--- src/rtl/issue_instr_buffer_if.sv ---
// Shared types and the fetch/issue bundle used by issue_instr_buffer.
// The buffer sits on the slave modport; the fetch/issue side drives the master modport.
package len5_pkg;
  localparam int ILEN = 32;
endpackage

package fetch_pkg;
  typedef struct packed {
    logic [31:0] pc;
    logic [31:0] target;
    logic        taken;
  } prediction_t;

  typedef logic [3:0] except_code_t;
endpackage

interface issue_instr_buffer_if #(
  parameter int DEPTH = 4
);
  localparam int CNT_W = $clog2(DEPTH) + 1;

  logic                           fetch_valid_i;
  logic                           fetch_ready_o;
  logic [len5_pkg::ILEN-1:0]      fetch_instr_i;
  fetch_pkg::prediction_t         fetch_pred_i;
  logic                           fetch_except_raised_i;
  fetch_pkg::except_code_t        fetch_except_code_i;
  logic                           issue_valid_o;
  logic                           issue_ready_i;
  logic [len5_pkg::ILEN-1:0]      issue_instr_o;
  fetch_pkg::prediction_t         issue_pred_o;
  logic                           issue_except_raised_o;
  fetch_pkg::except_code_t        issue_except_code_o;
  logic [CNT_W-1:0]               count_o;

  modport slave (
    input  fetch_valid_i, fetch_instr_i, fetch_pred_i,
    input  fetch_except_raised_i, fetch_except_code_i, issue_ready_i,
    output fetch_ready_o, issue_valid_o, issue_instr_o, issue_pred_o,
    output issue_except_raised_o, issue_except_code_o, count_o
  );

  modport master (
    output fetch_valid_i, fetch_instr_i, fetch_pred_i,
    output fetch_except_raised_i, fetch_except_code_i, issue_ready_i,
    input  fetch_ready_o, issue_valid_o, issue_instr_o, issue_pred_o,
    input  issue_except_raised_o, issue_except_code_o, count_o
  );
endinterface

--- src/rtl/issue_instr_buffer.sv ---
// Fetch-to-issue decoupling FIFO with a fault lock that blocks new entries after a faulting fetch.
// Optional ISSUE_BUF_BYPASS_EN: an empty buffer forwards the fetch entry straight to issue.
module issue_instr_buffer #(
  parameter int DEPTH = 4
) (
  input  logic                       clk_i,
  input  logic                       rst_ni,
  input  logic                       flush_i,
  issue_instr_buffer_if.slave        bus
);
  import fetch_pkg::*;

  localparam int PTR_W = $clog2(DEPTH);
  localparam int CNT_W = PTR_W + 1;
  localparam logic [CNT_W-1:0] DEPTH_C   = CNT_W'(DEPTH);
  localparam logic [CNT_W-1:0] CNT_ZERO  = {CNT_W{1'b0}};
  localparam logic [CNT_W-1:0] CNT_ONE   = {{(CNT_W-1){1'b0}}, 1'b1};
  localparam logic [PTR_W-1:0] PTR_ZERO  = {PTR_W{1'b0}};
  localparam logic [PTR_W-1:0] PTR_ONE   = {{(PTR_W-1){1'b0}}, 1'b1};

  typedef struct packed {
    logic [len5_pkg::ILEN-1:0] instr;
    prediction_t               pred;
    logic                      except_raised;
    except_code_t              except_code;
  } entry_t;

  typedef enum logic [0:0] {
    RUN    = 1'b0,
    LOCKED = 1'b1
  } state_t;

  state_t           state_r;
  state_t           state_s;
  logic [PTR_W-1:0] head_r;
  logic [PTR_W-1:0] tail_r;
  logic [CNT_W-1:0] count_r;
  entry_t           mem_r [DEPTH];

  entry_t           fetch_entry_s;
  entry_t           issue_entry_s;
  logic             fetch_ready_s;
  logic             issue_valid_s;
  logic             accept_s;
  logic             push_s;
  logic             pop_s;
`ifdef ISSUE_BUF_BYPASS_EN
  logic             bypass_s;
`endif

  assign fetch_entry_s = '{
    instr:         bus.fetch_instr_i,
    pred:          bus.fetch_pred_i,
    except_raised: bus.fetch_except_raised_i,
    except_code:   bus.fetch_except_code_i
  };

  // Handshake decode; a full buffer still accepts when the head leaves this cycle.
  always_comb begin
    fetch_ready_s = (state_r == RUN) && ((count_r < DEPTH_C) || bus.issue_ready_i);
    accept_s      = bus.fetch_valid_i && fetch_ready_s;
`ifdef ISSUE_BUF_BYPASS_EN
    bypass_s      = (count_r == CNT_ZERO) && bus.fetch_valid_i && (state_r == RUN);
    issue_valid_s = (count_r != CNT_ZERO) || bypass_s;
    if (bypass_s) begin
      issue_entry_s = fetch_entry_s;
    end else begin
      issue_entry_s = mem_r[head_r];
    end
    // A bypassed entry consumed in the same cycle is never stored.
    push_s        = accept_s && !(bypass_s && bus.issue_ready_i);
    pop_s         = (count_r != CNT_ZERO) && bus.issue_ready_i;
`else
    issue_valid_s = (count_r != CNT_ZERO);
    issue_entry_s = mem_r[head_r];
    push_s        = accept_s;
    pop_s         = issue_valid_s && bus.issue_ready_i;
`endif
  end

  // Fault-lock next state: lock on an accepted faulting entry, release only on flush.
  always_comb begin
    state_s = state_r;
    case (state_r)
      RUN: begin
        if (flush_i) begin
          state_s = RUN;
        end else if (accept_s && bus.fetch_except_raised_i) begin
          state_s = LOCKED;
        end else begin
          state_s = RUN;
        end
      end
      LOCKED: begin
        if (flush_i) begin
          state_s = RUN;
        end else begin
          state_s = LOCKED;
        end
      end
      default: state_s = RUN;
    endcase
  end

  // Control state: pointers, occupancy and lock; flush overrides any push or pop.
  always_ff @(posedge clk_i or negedge rst_ni) begin
    if (!rst_ni) begin
      state_r <= RUN;
      head_r  <= PTR_ZERO;
      tail_r  <= PTR_ZERO;
      count_r <= CNT_ZERO;
    end else if (flush_i) begin
      state_r <= RUN;
      head_r  <= PTR_ZERO;
      tail_r  <= PTR_ZERO;
      count_r <= CNT_ZERO;
    end else begin
      state_r <= state_s;
      if (push_s) begin
        tail_r <= tail_r + PTR_ONE;
      end
      if (pop_s) begin
        head_r <= head_r + PTR_ONE;
      end
      case ({push_s, pop_s})
        2'b10:   count_r <= count_r + CNT_ONE;
        2'b01:   count_r <= count_r - CNT_ONE;
        default: count_r <= count_r;
      endcase
    end
  end

  // Payload storage; stale slots are harmless because count gates visibility.
  always_ff @(posedge clk_i) begin
    if (push_s && !flush_i) begin
      mem_r[tail_r] <= fetch_entry_s;
    end
  end

  assign bus.fetch_ready_o         = fetch_ready_s;
  assign bus.issue_valid_o         = issue_valid_s;
  assign bus.issue_instr_o         = issue_entry_s.instr;
  assign bus.issue_pred_o          = issue_entry_s.pred;
  assign bus.issue_except_raised_o = issue_entry_s.except_raised;
  assign bus.issue_except_code_o   = issue_entry_s.except_code;
  assign bus.count_o               = count_r;
endmodule

--- src/flat_wrapper.sv ---
// flat-port wrapper written by rule: the top's interface ports become plain ports
module issue_instr_buffer_flat import fetch_pkg::*;
#(
  parameter int DEPTH = 4
)
  (clk_i, rst_ni, flush_i, bus_fetch_valid_i, bus_fetch_instr_i, bus_fetch_pred_i, bus_fetch_except_raised_i, bus_fetch_except_code_i, bus_issue_ready_i, bus_fetch_ready_o, bus_issue_valid_o, bus_issue_instr_o, bus_issue_pred_o, bus_issue_except_raised_o, bus_issue_except_code_o, bus_count_o);
  issue_instr_buffer_if #(.DEPTH(DEPTH)) bus_i ();
  input  logic clk_i;
  input  logic rst_ni;
  input  logic flush_i;
  input wire logic [$bits(bus_i.fetch_valid_i)-1:0] bus_fetch_valid_i;
  input wire logic [$bits(bus_i.fetch_instr_i)-1:0] bus_fetch_instr_i;
  input wire logic [$bits(bus_i.fetch_pred_i)-1:0] bus_fetch_pred_i;
  input wire logic [$bits(bus_i.fetch_except_raised_i)-1:0] bus_fetch_except_raised_i;
  input wire logic [$bits(bus_i.fetch_except_code_i)-1:0] bus_fetch_except_code_i;
  input wire logic [$bits(bus_i.issue_ready_i)-1:0] bus_issue_ready_i;
  output wire logic [$bits(bus_i.fetch_ready_o)-1:0] bus_fetch_ready_o;
  output wire logic [$bits(bus_i.issue_valid_o)-1:0] bus_issue_valid_o;
  output wire logic [$bits(bus_i.issue_instr_o)-1:0] bus_issue_instr_o;
  output wire logic [$bits(bus_i.issue_pred_o)-1:0] bus_issue_pred_o;
  output wire logic [$bits(bus_i.issue_except_raised_o)-1:0] bus_issue_except_raised_o;
  output wire logic [$bits(bus_i.issue_except_code_o)-1:0] bus_issue_except_code_o;
  output wire logic [$bits(bus_i.count_o)-1:0] bus_count_o;
  assign bus_i.fetch_valid_i = bus_fetch_valid_i;
  assign bus_i.fetch_instr_i = bus_fetch_instr_i;
  assign bus_i.fetch_pred_i = bus_fetch_pred_i;
  assign bus_i.fetch_except_raised_i = bus_fetch_except_raised_i;
  assign bus_i.fetch_except_code_i = bus_fetch_except_code_i;
  assign bus_i.issue_ready_i = bus_issue_ready_i;
  assign bus_fetch_ready_o = bus_i.fetch_ready_o;
  assign bus_issue_valid_o = bus_i.issue_valid_o;
  assign bus_issue_instr_o = bus_i.issue_instr_o;
  assign bus_issue_pred_o = bus_i.issue_pred_o;
  assign bus_issue_except_raised_o = bus_i.issue_except_raised_o;
  assign bus_issue_except_code_o = bus_i.issue_except_code_o;
  assign bus_count_o = bus_i.count_o;
  issue_instr_buffer #(.DEPTH(DEPTH)) u_core (.clk_i(clk_i), .rst_ni(rst_ni), .flush_i(flush_i), .bus(bus_i));
endmodule
--- config.mk ---
export PLATFORM = sky130hd
export DESIGN_NAME = issue_instr_buffer_flat
export DESIGN_NICKNAME = d
export VERILOG_FILES = /design/src/rtl/issue_instr_buffer_if.sv /design/src/rtl/issue_instr_buffer.sv /design/src/flat_wrapper.sv
export SDC_FILE = /design/constraint.sdc
export NUM_CORES = 1
export LEC_CHECK = 0
export BUFFER_PORTS_ARGS = -buffer_cell sky130_fd_sc_hd__buf_2
export CAP_MARGIN = 20
export CORE_MARGIN = 3
export CORE_UTILIZATION = 45
export CTS_CLUSTER_DIAMETER = 120
export CTS_CLUSTER_SIZE = 16
export DETAILED_ROUTE_END_ITERATION = 8
export GPL_ROUTABILITY_DRIVEN = 0
export PLACE_DENSITY = 0.7
export SLEW_MARGIN = 20
export SYNTH_ARGS = -nofsm -noshare
export SYNTH_HDL_FRONTEND = slang
export SYNTH_SLANG_ARGS = --single-unit
export TNS_END_PERCENT = 10
--- constraint.sdc ---
create_clock -name clk_i -period 4.95 [get_ports clk_i]
set_input_delay 0.2475 -clock clk_i [delete_from_list [all_inputs] [get_ports clk_i]]
set_output_delay 0.2475 -clock clk_i [all_outputs]
set_load 0.01 [all_outputs]
### Yosys cells after proc, flatten, opt, wreduce, memory -nomap -nowiden

Memory sizes are Yosys's and may differ from the RTL's.
Cells that the tools add are included.

* eq/ne operators: 2
* div/mod/pow operators: 0
* bitwise operators: 1
* multiply operators: 0
* reduce and logical (&&, ||, !) cells: 11
* shift operators: 0
* mux-type cells: 11
* add/subtract/negate cells: 4
* $lt $le $gt $ge: 1

Operators with widths (count)
* 2-to-1 mux 2 bit: 4
* case mux 3 bit (2 select lines): 1
* nonzero test 3 bit: 2
* logical AND 1 bit: 5
* adder 2 x 1 -> 2 bit (second input constant): 2
* 2-to-1 mux 1 bit: 4
* nonzero test 2 bit: 2
* adder 3 x 1 -> 3 bit (second input constant): 1
* < comparator 3 bit (second input constant): 1
* 2-to-1 mux 3 bit: 1
* subtractor 3 x 1 -> 3 bit (second input constant): 1
* == test 2 x 1 -> 1 bit (second input constant): 1
* == test 2 bit (second input constant): 1
* case mux 1 bit (2 select lines): 1
* logical NOT 1 bit: 1
* logical OR 1 bit: 1
* NOT 1 bit: 1

* bits of input ports: 107
* RAM bits: 408
* bits in latches: 0
* output and inout bits: 107
* logic and storage cells: 35
* memory bits (read-only): 0
* register bits: 8
* memories: 1

Memory list
* u_core.mem_r: words 4, bits a word 102, rd ports 1, clocked after memory_dff 0, write ports 1, RTL line issue_instr_buffer.sv:38 `entry_t mem_r [DEPTH];`

### Logic depth before layout (Yosys ltp)

Gate-level depths: netlist (run 1).

* depth after elaboration: 8
* depth in mapped cells: 6
* mapped depth without buffers: 5

### Least setup slack after synthesis (run 1)

OpenSTA, ideal clock, no wires.

* kind: register to register
* from: reg u_core.count_r[2] (netlist: u_core.bus.count_o[2])
* to: mem u_core.mem_r[0][0] (netlist name) (enable)
* clock period less this slack: 3974 ps
* cell stages (with the launch flop): 5
* path slack: 976 ps
* buffers on the path: 0
* library setup time: 473 ps
* data required time: 4477 ps
* data arrival time: 3501 ps
* cell sequence: dfrtp_1 and2b_1 nor2b_1 nor2b_1 and2_1

* word-level cells in the longest chain between the ends: 7

Ends and longest elaborated chain
* start: declaration: RTL line issue_instr_buffer.sv:37 `logic [CNT_W-1:0] count_r;`
* start signal: assignment: RTL line issue_instr_buffer.sv:126 `2'b10: count_r <= count_r + CNT_ONE;`
* start signal: assignment: RTL line issue_instr_buffer.sv:127 `2'b01: count_r <= count_r - CNT_ONE;`
* start signal: assignment: RTL line issue_instr_buffer.sv:128 `default: count_r <= count_r;`
* < comparator 3 bit: RTL line issue_instr_buffer.sv:60 `fetch_ready_s = (state_r == RUN) && ((count_r < DEPTH_C) || bus.issue_ready_i);`
* logical OR 1 bit: RTL line issue_instr_buffer.sv:60
* logical AND 1 bit: RTL line issue_instr_buffer.sv:60
* logical AND 1 bit: RTL line issue_instr_buffer.sv:61 `accept_s = bus.fetch_valid_i && fetch_ready_s;`
* logical AND 1 bit: RTL line issue_instr_buffer.sv:135 `if (push_s && !flush_i) begin`
* 2-to-1 mux 1 bit: RTL line issue_instr_buffer.sv:135
* 2-to-1 mux 1 bit (not written as such): RTL line issue_instr_buffer.sv:136 `mem_r[tail_r] <= fetch_entry_s;`
* end: declaration: RTL line issue_instr_buffer.sv:38

Every way passes these cells.

### Final worst setup path (run 1)

* from: reg u_core.head_r[0]
* to: out bus_issue_instr_o[25]

* word-level cells in the longest chain between the ends: 1

Ends and longest elaborated chain
* start: declaration: RTL line issue_instr_buffer.sv:35 `logic [PTR_W-1:0] head_r;`
* start signal: assignment: RTL line issue_instr_buffer.sv:123 `head_r <= head_r + PTR_ONE;`
* memory (4 x 102 bit)
* end: declaration: RTL line flat_wrapper.sv:19 `output wire logic [$bits(bus_i.issue_instr_o)-1:0] bus_issue_instr_o;`

Every way passes these cells.

==> flow_metrics.env, run 1 <==
export IMPL_crit_arrival_ns=2.79
export IMPL_start_util_pct=46.1
export IMPL_dp_final_hpwl_mm=17.1
export IMPL_worstMarginPinSlew_ns=0.918
export IMPL_finalSetupTns_ns=0
export IMPL_grt_pass1_vias=7758
export IMPL_cts_made_buffers=29
export IMPL_fill_cells=2371
export IMPL_dpl_cell_count=1224
export IMPL_fin_crit_sh_pct=61.4
export IMPL_r2r_cells=5
export IMPL_drv_cap=0
export IMPL_drt_wl_total_mm=29.4
export IMPL_antenna_found_initial=3
export IMPL_syn_to_final_growth_pct=22.6
export IMPL_vias_per_cell=5.15
export IMPL_rsz0062_at_grt="no"
export IMPL_power_density_mw_per_mm2=418
export IMPL_avgSynthCellArea_um2=26.0
export IMPL_core_mm2=0.0329
export IMPL_crit_fanout=43
export IMPL_layout_nets=1029
export IMPL_drc=0
export IMPL_drv_slew=0
export IMPL_final_layout_size_suffix_gt1_share_pct=39.1
export IMPL_cts_root_buf="clkbuf_16"
export IMPL_synth_edf_count=408
export IMPL_synth_cells=585
export IMPL_hold_viol_final=0
export IMPL_htreeDepth=1
export IMPL_r2r_slack_ns=2.10
export IMPL_critPathKind="flip-flop to output port"
export IMPL_hp_class="primary input to async pin"
export IMPL_total_leakage_power_nw=6.19
export IMPL_path_clk_slew_ns=0.07
export IMPL_ant_nets=0
export IMPL_crit_required_ns=4.70
export IMPL_first_pass_iters=5
export IMPL_end_kind="output port"
export IMPL_clock_sinks=416
export IMPL_yosysWarnings=0
export IMPL_syn_num_nets=697
export IMPL_synth_top_area_share_pct=80.6
export IMPL_port_buffer_count=213
export IMPL_clk_latency_ns=0.54
export IMPL_io_pins=214
export IMPL_finalNonFillerCells=1370
export IMPL_synth_distinct_cells=29
export IMPL_synth_commonest_cells="edfxtp_1 (408), mux4_2 (102), dfrtp_1 (8), nor2_1 (8), buf_4 (7)"
export IMPL_grt_max_degree=103
export IMPL_clk_path_buf_depth=3
export IMPL_die_area_mm2=0.0360
export IMPL_placementRows=66
export IMPL_synth_seq_area_share_pct=81.9
export IMPL_synth_top_area_cell="edfxtp_1"
export IMPL_die_y_um=190
export IMPL_postCtsSetupBuffers=0
export IMPL_wire_per_inst_um=21.4
export IMPL_slew_headroom_pct=38.8
export IMPL_drt_iter0_drc=395
export IMPL_grt_usage_pct=16.4
export IMPL_yosysMostFrequentCell="edfxtp_1"
export IMPL_fmax_mhz=329
export IMPL_syn_area_mm2=0.0152
export IMPL_setup_viol=0
export IMPL_grt_overflow=0
export IMPL_final_util_pct=56.6
export IMPL_grt_pass1_wl_mm=45.4
export IMPL_cts_tree="built"
export IMPL_rr_endpoint="u_core.mem_r[1][20]"
export IMPL_synth_area_top_cells="edfxtp_1 (81%), mux4_2 (15%), dfrtp_1 (1.3%)"
export IMPL_die_w_um=190
export IMPL_skew_ns=0.00916
export IMPL_via_count=7056
export IMPL_start_kind="flip-flop"
export IMPL_regArea_mm2=0.0125
export IMPL_async_reset_ff_share_pct=1.92
export IMPL_status="finished clean"
export IMPL_period_needed_ns=3.04
export IMPL_ys_seq_elements=416
export IMPL_ys_flop_type="edfxtp_1"
export IMPL_reg2reg_from="u_core.state_r"
export IMPL_multi_input_area_mm2=0.00262
export IMPL_ir_drop_uv=360
## cell type report
class / instances / area share (%)
clock buffers: 41 / 4.14
diodes: 1 / 0.0134
inverters: 2 / 0.0403
well taps: 442 / 2.97
flip-flops and latches: 416 / 66.8
repair buffers: 326 / 11.9
multi-input cells: 142 / 14.1
## power breakdown
| group | switching, mW | internal, mW | total [mW] | leakage, nW |
|---|---|---|---|---|
| Clock | 1.04 | 1.07 | 2.10 | 0.372 |
| Sequential | 0.145 | 4.02 | 4.17 | 3.80 |
| Combinational | 0.716 | 0.804 | 1.52 | 2.02 |
## critical path, stage by stage (launching register included)
cell     delay [ns]
dfrtp_4        1.00
buf_4          0.45
mux4_2         0.58
buf_2          0.16
## what timing repair did
action                                 CTS  global route
hold buffers                           104             0
endpoints found under the hold margin  421             0
gates resized for setup                  0             0
## cells in the final DEF, fill, tap and decap left out
cell type      synthesis  routed
mux4_2               102     102
or3_4                  1       1
buf_12                 0       4
dlygate4sd3_1          0     104
nor2b_1                3       3
clkbuf_16              0      29
o31a_1                 1       1
diode_2                0       1
mux2_1                 1       1
o21ai_1                1       1
mux2i_1                3       3
ha_1                   4       4
xor2_1                 1       1
nor2_1                 8       8
nand2b_1               1       1
buf_4                  7       5
clkbuf_1               6      12
dfrtp_4                0       2
and2b_1                2       2
a21oi_1                1       1
and2_4                 0       4
and3b_1                1       1
nor3b_2                2       2
dfrtp_1                8       6
xnor2_1                2       2
nor3_1                 1       1
fa_1                   1       1
inv_1                  2       2
nand2_1                1       1
edfxtp_1             408     408
buf_2                  6     213
or2b_1                 1       1
## sequential cells by signal, summed over array words and instances, names as in the netlist
register,count
u_core.state_r,1
u_core.head_r,2
u_core.bus.count_o,3
u_core.mem_r,408
u_core.tail_r,2
## cells by family (layout without fill, tap and decap cells)
| group | after synthesis | in the layout | synth area share, % |
|---|---|---|---|
| simple gates | 25 | 25 | 1.03 |
| compound gates | 3 | 3 | 0.123 |
| other cells | 0 | 1 | 0 |
| fa+ha+maj | 5 | 5 | 0.461 |
| flops | 416 | 416 | 81.9 |
| buf+inv | 27 | 369 | 0.938 |
| xor+xnor | 3 | 3 | 0.173 |
| mux | 106 | 106 | 15.4 |
## through the flow
stage / instance area [µm²] / hold slack, ns / total power, mW / setup slack, ns
finish: 18600 / 0.121 / 7.79 / 1.91
global route: 18600 / 0.0785 / 8.16 / 1.66
CTS: 18600 / 0.0709 / 7.92 / 1.75
detailed placement: 16800 / 0.104 / 5.75 / 2.04
global placement: 16800 / 0.105 / 5.73 / 2.13
floorplan: 15200 / -0.0481 / 5.18 / 0.976
## routing by layer
metal  track usage (%)  vias up  part of all wire (%)
li1                  -     3156                     -
met4              3.30        4                   2.1
met2              27.4      211                    49
met3              4.26       46                   7.4
met1              22.1     3639                    41
met5                 0        -                 0.078
## worst max-delay path by stage
stage / startpoint / end / slack, ns / depth (start not counted)
after floorplan: u_core.bus.count_o[2] / u_core.mem_r[0][0] / 0.98 / 4
after global placement: u_core.state_r / u_core.mem_r[1][21] / 2.13 / 5
after detailed placement: u_core.bus.count_o[2] / u_core.mem_r[1][20] / 2.04 / 5
after CTS: u_core.head_r[0] / bus_issue_pred_o[45] / 1.75 / 3
after global routing: u_core.head_r[0] / bus_issue_pred_o[45] / 1.66 / 3
final: u_core.head_r[0] / bus_issue_instr_o[25] / 1.91 / 3
No activity file was read; power rests on OpenSTA's default activity.
==> inputs of run 2 (changes only) <==
- PLACE_DENSITY: 0.7 -> 0.73
- clock period: 4.95 -> 2.6 ns (I/O delays scaled with it)
==> flow_metrics.env, run 2 (synthesized netlist as in run 1, its figures left out) <==
export IMPL_via_count=7248
export IMPL_period_needed_ns=2.34
export IMPL_postCtsResizedCells=0
export IMPL_clk_path_buf_depth=3
export IMPL_critPathKind="flip-flop to output port"
export IMPL_dpl_cell_count=1243
export IMPL_drv_slew=0
export IMPL_syn_to_final_growth_pct=24.8
export IMPL_p_sw_share_pct=24.6
export IMPL_ant_nets=0
export IMPL_r2r_slack_ns=0.51
export IMPL_clk_latency_ns=0.54
export IMPL_hp_class="primary input to flip-flop"
export IMPL_cp_slowest_stage_delay_ns=0.80
export IMPL_die_area_mm2=0.0360
export IMPL_finalSetupTns_ns=0
export IMPL_top_register="u_core.mem_r"
export IMPL_drt_wl_total_mm=30.3
export IMPL_p_comb_share_pct=21.7
export IMPL_layout_nets=1053
export IMPL_crit_fanout=35
export IMPL_start_kind="flip-flop"
export IMPL_htreeDepth=1
export IMPL_rr_endpoint="u_core.mem_r[1][26]"
export IMPL_die_w_um=190
export IMPL_status="finished clean"
export IMPL_total_leakage_power_nw=6.35
export IMPL_switchingPower_mw=3.72
export IMPL_pwr_share_seq_pct=51.5
export IMPL_slew_headroom_pct=62.8
export IMPL_fill_cells=2386
export IMPL_setup_viol=0
export IMPL_ir_drop_uv=519
export IMPL_drv_cap=0
export IMPL_reg2reg_from="u_core.state_r"
export IMPL_io_pins=214
export IMPL_fmax_mhz=427
export IMPL_grt_pass1_wl_mm=46.8
export IMPL_crit_family="flip-flops"
export IMPL_grt_max_degree=51
export IMPL_start_util_pct=46.1
export IMPL_port_buffer_count=213
export IMPL_skew_ns=0.00854
export IMPL_min_delay_start="bus_issue_ready_i"
export IMPL_finalNonFillerCells=1393
export IMPL_first_pass_iters=4
export IMPL_final_layout_size_suffix_gt1_share_pct=40.5
export IMPL_r2r_cells=5
export IMPL_grt_overflow=0
export IMPL_rsz0062_at_grt="no"
export IMPL_diodes=0
export IMPL_cp_cell_sequence="buf_12 -> mux4_2 -> buf_2"
export IMPL_worstMarginPinSlew_ns=0.559
export IMPL_mostFrequentLayoutCell="edfxtp_1"
export IMPL_grt_usage_pct=16.9
export IMPL_min_to="u_core.head_r[0]"
export IMPL_dp_final_hpwl_mm=19.1
export IMPL_intPower_mw=11.4
export IMPL_drt_iter0_drc=443
export IMPL_crit_required_ns=2.47
export IMPL_hold_viol_final=0
export IMPL_placementRows=66
export IMPL_power_density_mw_per_mm2=796
export IMPL_slowest_stage="dfrtp_4"
export IMPL_die_y_um=190
export IMPL_final_cell_mix="edfxtp_1 (408), buf_2 (213), dlygate4sd3_1 (105), mux4_2 (102), clkbuf_16 (29)"
export IMPL_cts_made_buffers=29
export IMPL_cts_tree="built"
export IMPL_path_clk_slew_ns=0.07
export IMPL_cts_root_buf="clkbuf_16"
export IMPL_vias_per_cell=5.20
export IMPL_largest_reg_flops=408
export IMPL_antenna_found_initial=1
export IMPL_critPathBufInv=2
export IMPL_clock_sinks=416
export IMPL_clock_power_share_pct=26.8
export IMPL_crit_arrival_ns=2.21
export IMPL_core_mm2=0.0329
export IMPL_min_path_cells=4
export IMPL_fin_crit_sh_pct=90.0
export IMPL_end_kind="output port"
export IMPL_drc=0
export IMPL_grt_pass1_vias=8016
export IMPL_wire_per_inst_um=21.7
run 2: layout make-up:
type	count	area, µm²	area share, %
multi-input combinational	142	2620	13.8
tap	442	553	2.91
timing repair buffer	350	2570	13.5
clock buffer	41	771	4.06
inverter	2	7.51	0.0396
sequential	416	12500	65.6
run 2: what timing repair did:
item	in CTS	in global routing
setup endpoints to repair	0	1
hold buffers	105	0
endpoints found under the hold margin	422	0
setup buffers	0	4
run 2: worst min-delay path, delay by kind of cell:
kind | cells | cell delay, ns
AO/OA/AOI/OAI | 1 | 0.15
XOR/XNOR | 1 | 0.14
buffers and inverters | 1 | 0.12
AND/OR/NAND/NOR | 1 | 0.04
run 2: metal layers:
metal	track usage, %	routed length (µm)	up-vias
met1	21.7	11800	3779
met4	3.61	629	2
met2	30.1	16000	214
met5	0	7	-
met3	3.52	1760	45
li1	-	-	3208
run 2: power groups by stage:
stage                     Sequential, mW  Clock [mW]  Combinational, mW
after global placement              7.98           0               3.05
after CTS                           7.85        4.18               3.22
final                               7.78        4.05               3.28
after global routing                7.80        4.40               3.54
after detailed placement            8.00           0               3.08
after floorplan                     7.88           0               1.98
run 2: metrics by stage:
stage                     hold slack [ns]  util, %  cell area, µm²  setup slack [ns]  power, mW
after floorplan                    -0.166        -           15200            -0.239       9.86
after global placement           -0.00505     51.9           17100             0.539       11.0
after detailed placement         -0.00782     51.9           17100             0.501       11.1
after CTS                          0.0368     57.4           18900            0.0444       15.2
after global routing               0.0867     57.6           19000             0.162       15.7
final                              0.0564     57.6           19000             0.259       15.1
run 2: worst max path at each step:
stage                                end  slack [ns]  cells past startpoint             startpoint
finish              bus_issue_pred_o[45]        0.26                      3       u_core.head_r[1]
detailed placement   u_core.mem_r[1][24]        0.50                      5  u_core.bus.count_o[2]
floorplan             u_core.mem_r[0][0]       -0.24                      4  u_core.bus.count_o[2]
CTS                  bus_issue_pred_o[7]        0.04                      3       u_core.head_r[0]
global route        bus_issue_pred_o[47]        0.16                      3       u_core.head_r[1]
global placement     u_core.mem_r[1][27]        0.54                      5  u_core.bus.count_o[2]
